==> src/rtl/fb_write_sched.sv <==
// Frame-buffer write scheduler: round-robin arbitration of two pixel
// writers plus a vsync-aligned full-buffer clear engine.
module fb_write_sched #(
    parameter int AW      = 15,
    parameter int DW      = 3,
    parameter int FB_SIZE = 19200
) (
    input  logic          clk,
    input  logic          rst,
    input  logic          vsync_n,
    input  logic          clr_start,
    input  logic [DW-1:0] clr_color,
    input  logic          req_a,
    input  logic          req_b,
    input  logic [AW-1:0] addr_a,
    input  logic [AW-1:0] addr_b,
    input  logic [DW-1:0] data_a,
    input  logic [DW-1:0] data_b,
    output logic          gnt_a,
    output logic          gnt_b,
    output logic [AW-1:0] mem_addr,
    output logic [DW-1:0] mem_data,
    output logic          mem_we,
    output logic          frame_tick,
    output logic          busy,
    output logic          clr_done
);

    typedef enum logic {IDLE, CLEAR} state_t;

    localparam logic [AW-1:0] LAST = AW'(FB_SIZE - 1);

    state_t        state_q;
    logic          vs_q;
    logic          clr_pend_q;
    logic [DW-1:0] color_q;
    logic [AW-1:0] cnt_q;
    logic          last_b_q;
    logic          gnt_a_q;
    logic          gnt_b_q;
    logic [AW-1:0] addr_q;
    logic [DW-1:0] data_q;
    logic          we_q;
    logic          tick_q;
    logic          busy_q;
    logic          done_q;

    logic vs_fall;
    logic go_clr;
    logic last_clr;
    logic clr_pend_d;
    logic in_clr_d;
    logic elig_a;
    logic elig_b;
    logic pick_b;

    always_comb begin
        vs_fall    = vs_q & ~vsync_n;
        go_clr     = (state_q == IDLE) & clr_pend_q & vs_fall;
        last_clr   = (state_q == CLEAR) & (cnt_q == LAST);
        clr_pend_d = clr_start | (clr_pend_q & ~go_clr);
        in_clr_d   = go_clr | ((state_q == CLEAR) & ~last_clr);
        elig_a     = req_a & ~gnt_a_q;
        elig_b     = req_b & ~gnt_b_q;
        // On a tie the requester not served last wins.
        pick_b     = elig_b & (~elig_a | ~last_b_q);
    end

    always_ff @(posedge clk or negedge rst) begin
        if (!rst) begin
            state_q    <= IDLE;
            vs_q       <= 1'b1;
            clr_pend_q <= 1'b0;
            color_q    <= '0;
            cnt_q      <= '0;
            last_b_q   <= 1'b0;
            gnt_a_q    <= 1'b0;
            gnt_b_q    <= 1'b0;
            addr_q     <= '0;
            data_q     <= '0;
            we_q       <= 1'b0;
            tick_q     <= 1'b0;
            busy_q     <= 1'b0;
            done_q     <= 1'b0;
        end else begin
            vs_q       <= vsync_n;
            tick_q     <= vs_fall;
            clr_pend_q <= clr_pend_d;
            busy_q     <= clr_pend_d | in_clr_d;
            if (clr_start) begin
                color_q <= clr_color;
            end
            gnt_a_q <= 1'b0;
            gnt_b_q <= 1'b0;
            we_q    <= 1'b0;
            done_q  <= 1'b0;
            unique case (state_q)
                IDLE: begin
                    if (go_clr) begin
                        state_q <= CLEAR;
                        cnt_q   <= '0;
                        addr_q  <= '0;
                        data_q  <= color_q;
                        we_q    <= 1'b1;
                    end else if (elig_a | elig_b) begin
                        we_q     <= 1'b1;
                        last_b_q <= pick_b;
                        gnt_a_q  <= ~pick_b;
                        gnt_b_q  <= pick_b;
                        addr_q   <= pick_b ? addr_b : addr_a;
                        data_q   <= pick_b ? data_b : data_a;
                    end
                end
                CLEAR: begin
                    if (last_clr) begin
                        state_q <= IDLE;
                        done_q  <= 1'b1;
                    end else begin
                        cnt_q  <= cnt_q + 1'b1;
                        addr_q <= cnt_q + 1'b1;
                        data_q <= color_q;
                        we_q   <= 1'b1;
                    end
                end
                default: state_q <= IDLE;
            endcase
        end
    end

    assign gnt_a      = gnt_a_q;
    assign gnt_b      = gnt_b_q;
    assign mem_addr   = addr_q;
    assign mem_data   = data_q;
    assign mem_we     = we_q;
    assign frame_tick = tick_q;
    assign busy       = busy_q;
    assign clr_done   = done_q;

endmodule
==> config.mk <==
export PLATFORM = sky130hd
export DESIGN_NAME = fb_write_sched
export DESIGN_NICKNAME = d
export VERILOG_FILES = /design/src/rtl/fb_write_sched.sv
export SDC_FILE = /design/constraint.sdc
export NUM_CORES = 1
export LEC_CHECK = 0
export ABC_AREA = 1
export CELL_PAD_IN_SITES_DETAIL_PLACEMENT = 2
export CELL_PAD_IN_SITES_GLOBAL_PLACEMENT = 2
export CORE_ASPECT_RATIO = 2
export CORE_UTILIZATION = 28
export DETAILED_ROUTE_END_ITERATION = 7
export HOLD_SLACK_MARGIN = 0.12
export PLACE_DENSITY_LB_ADDON = 0.1
export SLEW_MARGIN = 20
export SYNTH_ARGS = -nofsm -noshare
export SYNTH_HDL_FRONTEND = slang
export SYNTH_SLANG_ARGS = --single-unit
==> constraint.sdc <==
create_clock -name clk -period 2.4 [get_ports clk]
set_clock_uncertainty 0.05 [all_clocks]
set_input_delay 0.48 -clock clk [delete_from_list [all_inputs] [get_ports clk]]
set_output_delay 0.48 -clock clk [all_outputs]
set_load 0.03 [all_outputs]
==> reports/results.txt <==
MaxCap Viol Count: 0
post-cts resize count: 0
post-route ant nets: 0
CORE AREA: 8708 µm²
postcts setup bufs: 0
commonest non-fill, non-tap cells in the layout: nand2_1 (121), clkdlybuf4s50_1 (67), dfrtp_1 (45)
Slew @ Worst Pin: 0.6352 ns
YS warnings: 0
DRT Pass-1 Iters: 2
Finished Cell Area: 3468 µm²
vias per cell: 4.890
initial drt markers: 55
layout cells sized above 1: 10.02%
GR peak layer: met2
flop and latch count out of synthesis: 46
initial antenna violation count: 0
TritonCTS Sinks: 46
die extent in y: 136.7 µm
via count: 2538
Post-CTS Hold Buffers: 0
GRT overflow: 0
cell family with most CP delay: buffers and inverters
first-pass GRT wire length: 14010 µm
Overall Power: 2841 µW
slew margin rel.: 57.65%
Final Non-Filler Cells: 519
CP Launch Type: flop
initial core utilization: 29.18%
simple-gate share of the synthesized area: 33.78%
syn_area_per_cell: 7.281 µm²
post-route setup TNS: 0 ns
Post-Route WL: 8472 µm
commonest non-fill, non-tap cell in the layout: nand2_1
clock slew at reported path FFs: 0.06 ns
status: finished clean
global-route met2 utilization: 38.19%
Synth Area in Adders: 0.4924%
critical path peak fanout: 2
crit path kind: reg -> out
Final Util: 39.83%
root buffer cell: clkbuf_16
post-synth cell types: 26
Post-route DRC: 0
Final setup violation count: 0
Buf/Inv on CP: 1
Rows: 48
Placement Cell Area: 3321 µm²
largest net degree at the start of global routing: 47
WL/cell: 16.32 µm
maximum VDD drop: 345.2 µV
post-synthesis mux area share: 0%
min Tclk post-route: 1.908 ns
worst-skew pair later-pin latency: 0.29 ns
boundary pin count: 69
M3 GR Usage: 2.283%
slowest CP cell: clkdlybuf4s50_1
Area growth syn-to-layout: 36.48%
die area: 9484 µm²
Worst EP required: 1.87 ns
XOR/XNOR Fraction of Synth Area: 0.3447%
DP Wirelength: 6833 µm
# diodes: 0
pwr dens: 819.0 nW/µm²
RSZ-0062 raised after global routing: no
gr usage total: 19.41%
f_max: 0.5240 GHz
CP max stage delay: 0.69 ns
Max Slew Vio Count: 0
leakage: 0.001692 µW
Final #Nets: 464
final critical-path share of the clock period: 79.51%
CTS Buf Count: 5
htree depth: 2
Synth Instances: 349
GP Congestion: 0.7656
largest family of logic cells by synthesized area: simple AND/OR/NAND/NOR gates
Worst Path Arrival: 1.38 ns
met1 usage: 20.19%
cell area after synthesis: 2541 µm²
Hold WC Path Type: in -> async
dpl cells: 511
sequential fraction of the synthesis area: 45.35%
IO buf count: 68
syn nets: 395
critical path, cell by cell: clkdlybuf4s50_1
CTS tree: yes
crit end category: primary output
Synth Area in Compound Gates: 10.14%
clock buffer depth: 2
final hold vios: 0
vias in the first global route: 2836
Die Wd: 69.37 µm
==> logic make-up (layout without fill, tap and decap cells) <==
group | after synthesis | count (layout)
simple gates | 198 | 198
buf+inv | 58 | 128
flops | 46 | 46
compound gates | 45 | 45
fa+ha+maj | 1 | 1
xor+xnor | 1 | 1
==> flip-flops by register name, summed over array words and instances, names as in the netlist, 3 cells and up <==
signal / count
cnt_q: 15
mem_data: 3
color_q: 3
mem_addr: 15
==> power by group <==
group	switching, µW	total [µW]	internal, µW
clock network	292	705	413
registers	180	1140	962
logic	597	993	396
total	1070	2840	1770
==> through the flow <==
step,worst slack [ns],hold slack (ns)
2_1_floorplan,0.8998,0.1344
3_3_place_gp,0.3056,0.4205
3_5_place_dp,0.2894,0.4286
4_1_cts,0.4658,0.2663
5_1_grt,0.3528,0.2911
6_report,0.4917,0.2370
==> worst paths after layout <==
path                                          from                        to  slack (ns)  cells after the start
setup reg to reg              cnt_q[0]$_DFFE_PN0P_      cnt_q[9]$_DFFE_PN0P_        0.52                      7
hold reg to reg             color_q[2]$_DFFE_PN0P_    color_q[2]$_DFFE_PN0P_        0.44                      2
max in group asynchronous                      rst   mem_addr[8]$_DFFE_PN0P_        1.63                      2
hold / removal                                 rst  mem_addr[13]$_DFFE_PN0P_        0.24                      2
min in group clk            color_q[2]$_DFFE_PN0P_    color_q[2]$_DFFE_PN0P_        0.44                      2
setup / recovery           mem_data[2]$_DFFE_PN0P_               mem_data[2]        0.49                      1
==> per-layer routing <==
metal | routed length [µm] | vias to the layer above
li1 | - | 1228
met1 | 3100 | 1254
met2 | 4960 | 46
met3 | 178 | 10
met4 | 232 | 0
met5 | 0 | -
==> synth_stat cells <==
library cell | n | area share, %
ha_1 | 1 | 0.49
buf_12 | 1 | 0.79
xor2_1 | 1 | 0.34
o21bai_1 | 1 | 0.30
buf_2 | 8 | 1.6
nand3_1 | 21 | 4.1
nand2_4 | 2 | 0.89
a21oi_1 | 10 | 2.0
nand4_1 | 4 | 0.98
o211ai_1 | 11 | 3.2
nor2_1 | 30 | 4.4
or2_2 | 2 | 0.49
dfstp_2 | 1 | 1.0
nand2_2 | 13 | 3.2
nor2_4 | 2 | 0.89
o21ai_0 | 13 | 2.6
nand3_2 | 1 | 0.39
nor2_2 | 2 | 0.49
inv_1 | 41 | 6.1
clkbuf_1 | 2 | 0.30
o21ai_1 | 8 | 1.6
buf_6 | 1 | 0.44
o22ai_1 | 2 | 0.49
inv_2 | 5 | 0.74
nand2_1 | 121 | 18
dfrtp_1 | 45 | 44
==> cell type report <==
cell class                 count  area (µm²)
clock buffer                   7       142.6
multi-input combinational    245        1137
timing repair buffer          74       733.2
inverter                      46       172.7
sequential                    46        1152
clock inverter                 1       5.005
fill                        1029        5240
tap                          100       125.1
(Power assumes the default switching activity.)
